File: config.mk
export PLATFORM = sky130hd
export DESIGN_NAME = uart_wb_host_flat
export DESIGN_NICKNAME = d
export VERILOG_FILES = /design/src/rtl/uart_wb_host_if.sv /design/src/rtl/uart_wb_host.sv /design/src/flat_wrapper.sv
export SDC_FILE = /design/constraint.sdc
export NUM_CORES = 1
export LEC_CHECK = 0
export ABC_AREA = 1
export CORE_ASPECT_RATIO = 0.75
export CORE_UTILIZATION = 50
export DETAILED_ROUTE_END_ITERATION = 12
export PLACE_DENSITY = 0.83
export SLEW_MARGIN = 40
export SYNTH_ARGS = -nofsm -noshare
export SYNTH_HDL_FRONTEND = slang
export SYNTH_SLANG_ARGS = --single-unit
File: constraint.sdc
create_clock -name clk -period 2 [get_ports clk]
set_input_delay 0.5 -clock clk [delete_from_list [all_inputs] [get_ports clk]]
set_output_delay 0.5 -clock clk [all_outputs]
set_load 0.005 [all_outputs]
File: src/rtl/uart_wb_host_if.sv
// Request/response bundle between a loader client and the UART host endpoint.
// Signal names carry the endpoint's point of view (i_ = into the host, o_ = out of it).
interface uart_wb_host_if #(
  parameter int DATA_WIDTH = 32,
  parameter int ADDR_WIDTH = 32
);
  logic                  i_req_valid;
  logic                  o_req_ready;
  logic                  i_req_we;
  logic [ADDR_WIDTH-1:0] i_req_addr;
  logic [DATA_WIDTH-1:0] i_req_data;
  logic                  o_rsp_valid;
  logic                  i_rsp_ready;
  logic [DATA_WIDTH-1:0] o_rsp_data;
  logic                  o_rsp_err;

  modport master (
    output i_req_valid, i_req_we, i_req_addr, i_req_data, i_rsp_ready,
    input  o_req_ready, o_rsp_valid, o_rsp_data, o_rsp_err
  );

  modport slave (
    input  i_req_valid, i_req_we, i_req_addr, i_req_data, i_rsp_ready,
    output o_req_ready, o_rsp_valid, o_rsp_data, o_rsp_err
  );
endinterface

File: src/rtl/uart_wb_host.sv
// Host endpoint of the UART memory-access protocol: serialises read/write command
// frames (8N1) and collects the 4-byte read reply with a per-byte timeout.
module uart_wb_host #(
  parameter int          DATA_WIDTH     = 32,
  parameter int          ADDR_WIDTH     = 32,
  parameter int          BAUD_RATE      = 9600,
  parameter int          CLOCK_FREQ     = 50000000,
  parameter logic [7:0]  CMD_READ       = 8'h01,
  parameter logic [7:0]  CMD_WRITE      = 8'hAA,
  parameter int          TIMEOUT_CYCLES = 2000000
) (
  input  logic           clk,
  input  logic           rst,
  uart_wb_host_if.slave  bus,
  output logic           o_uart_tx,
  input  logic           i_uart_rx
);
  localparam int CLKS_PER_BIT = CLOCK_FREQ / BAUD_RATE;
  localparam int CW = $clog2(CLKS_PER_BIT + 1);
  localparam int TW = $clog2(TIMEOUT_CYCLES + 1);
  localparam int FW = 8 + ADDR_WIDTH + DATA_WIDTH;
  localparam logic [CW-1:0] BIT_LAST  = CW'(CLKS_PER_BIT - 1);
  localparam logic [CW-1:0] HALF_LAST = CW'(CLKS_PER_BIT / 2 - 1);
  localparam logic [TW-1:0] TO_LAST   = TW'(TIMEOUT_CYCLES - 1);
  localparam logic [3:0]    WR_LAST   = 4'd8;
  localparam logic [3:0]    RD_LAST   = 4'd4;

  typedef enum logic [1:0] {IDLE, SEND, WAIT_RX, RESP} state_t;
  typedef enum logic [1:0] {RX_IDLE, RX_START, RX_DATA, RX_STOP} rx_state_t;

  state_t                state_q, state_d;
  logic                  ready_q, ready_d;
  logic                  we_q, we_d;
  logic [FW-1:0]         frame_q, frame_d;
  logic [3:0]            byte_idx_q, byte_idx_d;
  logic [3:0]            bit_idx_q, bit_idx_d;
  logic [CW-1:0]         tx_cnt_q, tx_cnt_d;
  logic                  tx_q, tx_d;
  logic [DATA_WIDTH-1:0] rsp_data_q, rsp_data_d;
  logic                  rsp_err_q, rsp_err_d;
  logic [1:0]            reply_cnt_q, reply_cnt_d;
  logic [TW-1:0]         to_cnt_q, to_cnt_d;
  logic [7:0]            cur_byte;

  logic                  rx_s1_q, rx_s2_q, rx_prev_q;
  rx_state_t             rx_state_q, rx_state_d;
  logic [CW-1:0]         rx_clk_q, rx_clk_d;
  logic [2:0]            rx_bit_q, rx_bit_d;
  logic [7:0]            rx_shift_q, rx_shift_d;
  logic                  rx_valid_q, rx_valid_d;
  logic                  rx_ok_q, rx_ok_d;

  assign cur_byte        = frame_q[FW-1 -: 8];
  assign o_uart_tx       = tx_q;
  assign bus.o_req_ready = ready_q;
  assign bus.o_rsp_valid = (state_q == RESP);
  assign bus.o_rsp_data  = rsp_data_q;
  assign bus.o_rsp_err   = rsp_err_q;

  always_comb begin
    state_d     = state_q;
    we_d        = we_q;
    frame_d     = frame_q;
    byte_idx_d  = byte_idx_q;
    bit_idx_d   = bit_idx_q;
    tx_cnt_d    = tx_cnt_q;
    tx_d        = tx_q;
    rsp_data_d  = rsp_data_q;
    rsp_err_d   = rsp_err_q;
    reply_cnt_d = reply_cnt_q;
    to_cnt_d    = to_cnt_q;
    case (state_q)
      IDLE: begin
        if (bus.i_req_valid && ready_q) begin
          we_d       = bus.i_req_we;
          frame_d    = {bus.i_req_we ? CMD_WRITE : CMD_READ, bus.i_req_addr, bus.i_req_data};
          byte_idx_d = 4'd0;
          bit_idx_d  = 4'd0;
          tx_cnt_d   = '0;
          tx_d       = 1'b0;
          state_d    = SEND;
        end
      end
      SEND: begin
        // bit_idx: 0 = start, 1..8 = data LSB-first, 9 = stop
        if (tx_cnt_q == BIT_LAST) begin
          tx_cnt_d = '0;
          if (bit_idx_q == 4'd9) begin
            if (byte_idx_q == (we_q ? WR_LAST : RD_LAST)) begin
              tx_d       = 1'b1;
              rsp_data_d = '0;
              rsp_err_d  = 1'b0;
              if (we_q) begin
                state_d = RESP;
              end else begin
                state_d     = WAIT_RX;
                reply_cnt_d = 2'd0;
                to_cnt_d    = '0;
              end
            end else begin
              byte_idx_d = byte_idx_q + 4'd1;
              bit_idx_d  = 4'd0;
              frame_d    = frame_q << 8;
              tx_d       = 1'b0;
            end
          end else begin
            bit_idx_d = bit_idx_q + 4'd1;
            tx_d      = (bit_idx_q == 4'd8) ? 1'b1 : cur_byte[bit_idx_q[2:0]];
          end
        end else begin
          tx_cnt_d = tx_cnt_q + 1'b1;
        end
      end
      WAIT_RX: begin
        // A completed byte takes priority over a simultaneous timeout.
        if (rx_valid_q) begin
          if (rx_ok_q) begin
            rsp_data_d  = {rsp_data_q[DATA_WIDTH-9:0], rx_shift_q};
            to_cnt_d    = '0;
            reply_cnt_d = reply_cnt_q + 2'd1;
            if (reply_cnt_q == 2'd3) state_d = RESP;
          end else begin
            rsp_data_d = '0;
            rsp_err_d  = 1'b1;
            state_d    = RESP;
          end
        end else if (to_cnt_q == TO_LAST) begin
          rsp_data_d = '0;
          rsp_err_d  = 1'b1;
          state_d    = RESP;
        end else begin
          to_cnt_d = to_cnt_q + 1'b1;
        end
      end
      RESP: begin
        if (bus.i_rsp_ready) begin
          rsp_data_d = '0;
          rsp_err_d  = 1'b0;
          state_d    = IDLE;
        end
      end
      default: state_d = IDLE;
    endcase
    ready_d = (state_d == IDLE);
  end

  always_comb begin
    rx_state_d = rx_state_q;
    rx_clk_d   = rx_clk_q;
    rx_bit_d   = rx_bit_q;
    rx_shift_d = rx_shift_q;
    rx_valid_d = 1'b0;
    rx_ok_d    = rx_ok_q;
    case (rx_state_q)
      RX_IDLE: begin
        if (rx_prev_q && !rx_s2_q) begin
          rx_state_d = RX_START;
          rx_clk_d   = '0;
        end
      end
      RX_START: begin
        if (rx_clk_q == HALF_LAST) begin
          rx_clk_d   = '0;
          rx_bit_d   = 3'd0;
          rx_state_d = rx_s2_q ? RX_IDLE : RX_DATA;
        end else begin
          rx_clk_d = rx_clk_q + 1'b1;
        end
      end
      RX_DATA: begin
        if (rx_clk_q == BIT_LAST) begin
          rx_clk_d   = '0;
          rx_shift_d = {rx_s2_q, rx_shift_q[7:1]};
          rx_bit_d   = rx_bit_q + 3'd1;
          if (rx_bit_q == 3'd7) rx_state_d = RX_STOP;
        end else begin
          rx_clk_d = rx_clk_q + 1'b1;
        end
      end
      RX_STOP: begin
        if (rx_clk_q == BIT_LAST) begin
          rx_valid_d = 1'b1;
          rx_ok_d    = rx_s2_q;
          rx_state_d = RX_IDLE;
        end else begin
          rx_clk_d = rx_clk_q + 1'b1;
        end
      end
      default: rx_state_d = RX_IDLE;
    endcase
  end

  always_ff @(posedge clk) begin
    if (rst) begin
      state_q     <= IDLE;
      ready_q     <= 1'b0;
      we_q        <= 1'b0;
      frame_q     <= '0;
      byte_idx_q  <= 4'd0;
      bit_idx_q   <= 4'd0;
      tx_cnt_q    <= '0;
      tx_q        <= 1'b1;
      rsp_data_q  <= '0;
      rsp_err_q   <= 1'b0;
      reply_cnt_q <= 2'd0;
      to_cnt_q    <= '0;
      rx_s1_q     <= 1'b1;
      rx_s2_q     <= 1'b1;
      rx_prev_q   <= 1'b1;
      rx_state_q  <= RX_IDLE;
      rx_clk_q    <= '0;
      rx_bit_q    <= 3'd0;
      rx_shift_q  <= 8'd0;
      rx_valid_q  <= 1'b0;
      rx_ok_q     <= 1'b0;
    end else begin
      state_q     <= state_d;
      ready_q     <= ready_d;
      we_q        <= we_d;
      frame_q     <= frame_d;
      byte_idx_q  <= byte_idx_d;
      bit_idx_q   <= bit_idx_d;
      tx_cnt_q    <= tx_cnt_d;
      tx_q        <= tx_d;
      rsp_data_q  <= rsp_data_d;
      rsp_err_q   <= rsp_err_d;
      reply_cnt_q <= reply_cnt_d;
      to_cnt_q    <= to_cnt_d;
      rx_s1_q     <= i_uart_rx;
      rx_s2_q     <= rx_s1_q;
      rx_prev_q   <= rx_s2_q;
      rx_state_q  <= rx_state_d;
      rx_clk_q    <= rx_clk_d;
      rx_bit_q    <= rx_bit_d;
      rx_shift_q  <= rx_shift_d;
      rx_valid_q  <= rx_valid_d;
      rx_ok_q     <= rx_ok_d;
    end
  end
endmodule

File: src/flat_wrapper.sv
// flat-port wrapper written by rule: the top's interface ports become plain ports
module uart_wb_host_flat 
#(
  parameter int          DATA_WIDTH     = 32,
  parameter int          ADDR_WIDTH     = 32,
  parameter int          BAUD_RATE      = 9600,
  parameter int          CLOCK_FREQ     = 50000000,
  parameter logic [7:0]  CMD_READ       = 8'h01,
  parameter logic [7:0]  CMD_WRITE      = 8'hAA,
  parameter int          TIMEOUT_CYCLES = 2000000
)
  (clk, rst, o_uart_tx, i_uart_rx, bus_i_req_valid, bus_i_req_we, bus_i_req_addr, bus_i_req_data, bus_i_rsp_ready, bus_o_req_ready, bus_o_rsp_valid, bus_o_rsp_data, bus_o_rsp_err);
  uart_wb_host_if #(.DATA_WIDTH(DATA_WIDTH), .ADDR_WIDTH(ADDR_WIDTH)) bus_i ();
  input  logic clk;
  input  logic rst;
  output logic o_uart_tx;
  input  logic i_uart_rx;
  input wire logic [$bits(bus_i.i_req_valid)-1:0] bus_i_req_valid;
  input wire logic [$bits(bus_i.i_req_we)-1:0] bus_i_req_we;
  input wire logic [$bits(bus_i.i_req_addr)-1:0] bus_i_req_addr;
  input wire logic [$bits(bus_i.i_req_data)-1:0] bus_i_req_data;
  input wire logic [$bits(bus_i.i_rsp_ready)-1:0] bus_i_rsp_ready;
  output wire logic [$bits(bus_i.o_req_ready)-1:0] bus_o_req_ready;
  output wire logic [$bits(bus_i.o_rsp_valid)-1:0] bus_o_rsp_valid;
  output wire logic [$bits(bus_i.o_rsp_data)-1:0] bus_o_rsp_data;
  output wire logic [$bits(bus_i.o_rsp_err)-1:0] bus_o_rsp_err;
  assign bus_i.i_req_valid = bus_i_req_valid;
  assign bus_i.i_req_we = bus_i_req_we;
  assign bus_i.i_req_addr = bus_i_req_addr;
  assign bus_i.i_req_data = bus_i_req_data;
  assign bus_i.i_rsp_ready = bus_i_rsp_ready;
  assign bus_o_req_ready = bus_i.o_req_ready;
  assign bus_o_rsp_valid = bus_i.o_rsp_valid;
  assign bus_o_rsp_data = bus_i.o_rsp_data;
  assign bus_o_rsp_err = bus_i.o_rsp_err;
  uart_wb_host #(.DATA_WIDTH(DATA_WIDTH), .ADDR_WIDTH(ADDR_WIDTH), .BAUD_RATE(BAUD_RATE), .CLOCK_FREQ(CLOCK_FREQ), .CMD_READ(CMD_READ), .CMD_WRITE(CMD_WRITE), .TIMEOUT_CYCLES(TIMEOUT_CYCLES)) u_core (.clk(clk), .rst(rst), .bus(bus_i), .o_uart_tx(o_uart_tx), .i_uart_rx(i_uart_rx));
endmodule
Yosys cells after proc, flatten, opt, wreduce, memory -nomap -nowiden
Index checks and enable logic that the tools add are counted.
{"block": "classes", "add_sub_neg": 7, "magnitude_cmp": 1, "eq_ne": 35, "n_mux": 85, "bitwise_logic": 1, "n_reduce_logical": 25}
{"cell": "$mux 72", "n": 4}
{"cell": "$mux 32", "n": 7}
{"cell": "$mux 21", "n": 7}
{"cell": "$pmux 72 s2", "n": 1}
{"cell": "$pmux 32 s3", "n": 1}
{"cell": "$mux 13", "n": 6}
{"cell": "$pmux 13 s4", "n": 1}
{"cell": "$mux 2", "n": 21}
{"cell": "$pmux 21 s2", "n": 1}
{"cell": "$mux 4", "n": 8}
{"cell": "$add 13x1->13 const B", "n": 2}
{"cell": "$eq 13x13->1 const B", "n": 2}
{"cell": "$pmux 13 s2", "n": 1}
{"cell": "$ne 2x1->1 const B", "n": 11}
{"cell": "$add 21x1->21 const B", "n": 1}
{"cell": "$eq 21x21->1 const B", "n": 1}
{"cell": "$reduce_and 7->1", "n": 3}
{"cell": "$pmux 2 s4", "n": 2}
{"cell": "$pmux 4 s2", "n": 2}
{"cell": "$mux 1", "n": 15}
{"cell": "$eq 13x12->1 const B", "n": 1}
{"cell": "$eq 2x2->1 const B", "n": 5}
{"cell": "$reduce_and 2->1", "n": 5}
{"cell": "$reduce_and 5->1", "n": 2}
{"cell": "29 further kinds", "n": 44}
{"block": "word_totals", "ff_bits": 185, "inputBits": 70, "output_inout_bits": 36, "elab_cells": 175}

Logic depth before layout (Yosys ltp)
{"block": "logic_depth", "ltp_word": 7, "ltp_mapped": 14, "ltp_nobuf": 13}

Worst setup path before layout
No wires, ideal clock.
{"block": "synth_path", "path_kind": "reg-to-reg", "startpoint": "register u_core.state_q[1]", "endpoint": "register u_core.frame_q[50]", "setup_time_ns": 0.116, "t_arrival_ns": 1.645, "required_time_ns": 1.884, "setup_slack_ns": 0.238, "stages_incl_launch_ff": 11, "n_path_buf": 2, "synth_period_minus_slack_ns": 1.762, "path_cell_list": "dfxtp_1 > inv_1 > ha_1 > inv_1 > nor2_1 > inv_1 > nand2_1 > nor2_4 > buf_4 > buf_4 > o211a_1"}
{"block": "synth_between", "elab_chain_len": 3, "word_cells_on_any_way": 9, "classes_between": "eq/ne (5); mux (1); reduce/logical (3)"}
{"item": "start: declaration", "line": "uart_wb_host.sv:31", "rtl": "state_t state_q, state_d;"}
{"item": "start signal: assignment", "line": "uart_wb_host.sv:217", "rtl": "state_q <= state_d;"}
{"item": "$eq 2x1->1 / $logic_not 2->1 (equally long branches)", "line": "uart_wb_host.sv:72", "rtl": "case (state_q)"}
{"item": "$ne 2x2->1 (no source line), or another cell as far along"}
{"item": "$reduce_and 5->1 (no source line)"}
{"item": "end signal: assignment", "line": "uart_wb_host.sv:220", "rtl": "frame_q <= frame_d;"}
{"item": "end: declaration", "line": "uart_wb_host.sv:34", "rtl": "logic [FW-1:0] frame_q, frame_d;"}
Several ways; a longest one is shown, not always the timed one.
A chain may end at the register's enable or synchronous reset.

Final worst setup path
{"block": "layout_path", "startpoint": "register u_core.state_q[1]", "endpoint": "register u_core.frame_q[55]"}
Same word-level chain as after synthesis.

==> summary.txt <==
result of the run - completed
CTS Root Buffer Type - sky130_fd_sc_hd__clkbuf_16
worst-case clock buffer depth - 2
pwr dens - 1080 nW/um2
Worst-Skew Late Latency - 0.44 ns
proportion of synthesized flip-flops having asynchronous set or reset - 0%
layout overhead on the synthesized area - 25.6%
total number of vias - 9105
Die H - 120 um
maximum number of pins on one net before global-route repair - 74
TritonCTS Buffers - 17
most used standard cell by instance count after synthesis - sky130_fd_sc_hd__nand2_1
final weighted congestion in routability-driven placement - 0.945
vias in the first global route - 8169
initial antenna violation count - 0
worst hold path cell count - 1
final number of setup-violating endpoints - 0
Max Transition Viols Final - 0
Post-Synthesis Mean Instance Area - 6.93 um2
top cell type's share of synthesized area - 39.7%
Placed Instances - 1684
Inserted Diodes - 0
Hold Vio Cnt, Final - 0
number of hold-repair buffers added at the cts stage - 0
post-route minimum period - 1.93 ns
iteration-0 DRC count of the detailed router - 966
number of nets with antenna violations after detailed routing - 0
clock network fraction of total power - 26.4%
Critical R2R Capture - u_core.frame_q[55]$_SDFFE_PP0P_
nets - 1555
post-detailed-routing wire length - 23100 um
setup repair after global routing missed its margin - true
Chip Width - 160 um
startpoint of the worst-slack reg-to-reg timing path - u_core.state_q[1]$_SDFF_PP0_
Initial DRT Pass Iterations - 5
WL met2 - 10300 um
effective utilization at floorplan - 52.0%
slew at the pin with the worst max-slew slack - 0.504 ns
startpoint types - flop
DR WL met3 - 1570 um
sequential share of power - 38.7%
share of the clock period used by the worst path - 96.6%
Max Fclk - 518 MHz
Leak - 4.83 nW
number of port buffers - 105
most common library cells after synthesis - 375 x sky130_fd_sc_hd__nand2_1, 209 x sky130_fd_sc_hd__nor2_1, 185 x sky130_fd_sc_hd__dfxtp_1
post-route worst hold slack - 0.414 ns
combinational share of power - 34.8%
internal power of the cells - 8.24 mW
hold crit path type - flop to flop
number of I/O pins - 106
commonest register cell after synthesis - sky130_fd_sc_hd__dfxtp_1
sinks on the clock net - 185
number of distinct standard cells referenced by the synthesized netlist - 41
total cell area at the placement stage - 11000 um2
synthesized instance count - 1347
number of H-tree branching levels - 4
relative slew slack - 66.4%
per-cell routed wire length - 13.4 um
Setup crit end kind - flop
maximum vdd ir drop - 0.548 mV
count of flip-flops with a built-in enable after synthesis - 0
Worst R2R Setup Slack - 0.07 ns
cell types with the largest area share after synthesis - sky130_fd_sc_hd__dfxtp_1 40%, sky130_fd_sc_hd__nand2_1 15%, sky130_fd_sc_hd__nor2_1 8.4%, sky130_fd_sc_hd__nand3_1 5.7%, sky130_fd_sc_hd__o211a_1 5.6%
setup clock skew after layout - 0.0154 ns
post-synthesis instance area - 9340 um2
gr ovfl total - 0
Clock transition at path regs - 0.07 ns
count of unresolved DRC violations after routing - 0
flop and latch count out of synthesis - 185
proportion of synthesized chip area in sequential cells - 39.7%
area of the die - 19200 um2
global-route wire length before repair - 38000 um
peak fanout along the critical path - 16
layout cells sized above 1 - 9.68%
category of the most critical setup path - flop to flop
global-route usage over all layers - 24.0%
HPWL after detailed placement - 16000 um
Net Switching - 4.44 mW
launch point of the worst hold path - u_core.rx_s1_q$_SDFF_PP1_
Yosys top cell by area - sky130_fd_sc_hd__dfxtp_1
required time of the worst setup path - 2.33 ns
post-route cell area - 11700 um2
CP Data Arrival Time - 2.26 ns
Post-Synthesis Net Count - 1437
number of standard-cell rows in the floorplan - 42
Hold Crit Endpoint - u_core.rx_s2_q$_SDFF_PP1_
Sw Ratio - 35.0%
vias per inst - 5.29
clock tree from TritonCTS - done
Cell Count, Final, Fillers Out - 1720
Met1 Wirelength - 11000 um
top layer used by detailed routing - met4
R2R cell count - 11
number of warning messages in the yosys log - 0
area of the core - 18000 um2
number of max-cap violations - 0
what timing repair did:
item	4_1_cts	5_1_grt
gates cloned	0	3
endpoints found under the hold margin	0	0
gates resized for setup	4	26
setup buffers	0	1
pin swaps	0	4
setup endpoints to repair	3	132
registers in the layout (all words and copies together) (netlist names), 3 cells and up, named ones only:
name	cells
u_core.frame_q	72
u_core.bus.o_rsp_data	32
u_core.to_cnt_q	21
u_core.rx_clk_q	13
u_core.tx_cnt_q	13
u_core.rx_shift_q	8
u_core.bit_idx_q	4
u_core.byte_idx_q	4
u_core.rx_bit_q	3
power groups by stage:
stage | logic [mW] | clock network [mW] | registers [mW]
2_1_floorplan | 2.64 | 0 | 4.86
3_3_place_gp | 4.04 | 0 | 4.95
3_5_place_dp | 4.16 | 0 | 4.96
4_1_cts | 4.21 | 3.39 | 4.89
5_1_grt | 4.91 | 3.55 | 4.99
6_report | 4.42 | 3.35 | 4.91
layout make-up:
type / count / area, um2
inverters: 109 / 418
fillers: 1484 / 6240
clock inverters: 15 / 163
well taps: 242 / 303
clock buffers: 17 / 425
repair buffers: 166 / 1770
flip-flops and latches: 185 / 3710
multi-input cells: 986 / 4950
worst max-delay path, stage by stage (launching register included):
cell and delay [ns]:
sky130_fd_sc_hd__dfxtp_2 0.38, sky130_fd_sc_hd__inv_1 0.10, sky130_fd_sc_hd__ha_2 0.20, sky130_fd_sc_hd__inv_2 0.17, sky130_fd_sc_hd__nor2_2 0.09, sky130_fd_sc_hd__inv_1 0.06, sky130_fd_sc_hd__nand2_1 0.08, sky130_fd_sc_hd__nor2_4 0.16
sky130_fd_sc_hd__buf_12 0.19, sky130_fd_sc_hd__buf_12 0.15, sky130_fd_sc_hd__nand3_1 0.10, sky130_fd_sc_hd__o211a_1 0.13
metrics by stage:
stage | setup slack [ns] | power, mW | util, % | setup TNS (ns)
3_3_place_gp | -0.167 | 8.99 | 61.0 | -10.06
3_5_place_dp | -0.196 | 9.12 | 61.0 | -13.15
4_1_cts | 0.0135 | 12.5 | 64.3 | 0
6_report | 0.0685 | 12.7 | 65.3 | 0
5_1_grt | -0.0523 | 13.5 | 65.3 | -0.420
2_1_floorplan | 0.238 | 7.50 | - | 0
layer usage:
metal  vias to the layer above  track usage (%)
met4                         0             5.30
met1                      4163             34.0
met2                       302             37.7
met5                         -                0
met3                        21             4.49
li1                       4619                -
kinds of logic (layout without fill, tap and decap cells):
kind of cell | after synthesis | after routing | synth area share, %
adder cells (fa/ha/maj) | 20 | 20 | 2.68
flip-flops | 185 | 185 | 39.7
AND/OR/NAND/NOR | 774 | 774 | 35.1
AO/OA/AOI/OAI | 179 | 179 | 13.2
XOR/XNOR | 13 | 13 | 1.22
buffers and inverters | 176 | 307 | 8.20
how the worst max path moves through the flow:
stage,startpoint,endpoint,slack [ns],cells after the start
floorplan,u_core.state_q[1]$_SDFF_PP0_,u_core.frame_q[50]$_SDFFE_PP0P_,0.24,10
global placement,bus_i_req_valid,u_core.frame_q[68]$_SDFFE_PP0P_,-0.17,11
detailed placement,bus_i_req_valid,u_core.frame_q[58]$_SDFFE_PP0P_,-0.20,11
CTS,u_core.state_q[0]$_SDFF_PP0_,u_core.state_q[0]$_SDFF_PP0_,0.01,10
global route,u_core.state_q[0]$_SDFF_PP0_,u_core.to_cnt_q[14]$_SDFFE_PP0P_,-0.05,10
finish,u_core.state_q[1]$_SDFF_PP0_,u_core.frame_q[55]$_SDFFE_PP0P_,0.07,11
placed cells by master, fill, tap and decap left out, types with 16 or more instances in the layout:
| cell | Yosys | layout |
|---|---|---|
| sky130_fd_sc_hd__nand2_1 | 375 | 372 |
| sky130_fd_sc_hd__clkdlybuf4s50_1 | 0 | 104 |
| sky130_fd_sc_hd__nor3_1 | 27 | 26 |
| sky130_fd_sc_hd__o21ai_0 | 44 | 41 |
| sky130_fd_sc_hd__buf_12 | 0 | 16 |
| sky130_fd_sc_hd__dfxtp_1 | 185 | 182 |
| sky130_fd_sc_hd__nand4_1 | 21 | 21 |
| sky130_fd_sc_hd__ha_1 | 20 | 16 |
| sky130_fd_sc_hd__inv_1 | 101 | 100 |
| sky130_fd_sc_hd__nand3_1 | 107 | 106 |
| sky130_fd_sc_hd__buf_4 | 7 | 40 |
| sky130_fd_sc_hd__clkbuf_16 | 0 | 20 |
| sky130_fd_sc_hd__o211a_1 | 52 | 52 |
| sky130_fd_sc_hd__a21oi_1 | 44 | 44 |
| sky130_fd_sc_hd__nor2_1 | 209 | 205 |
No activity file was read; power rests on OpenSTA's default activity.
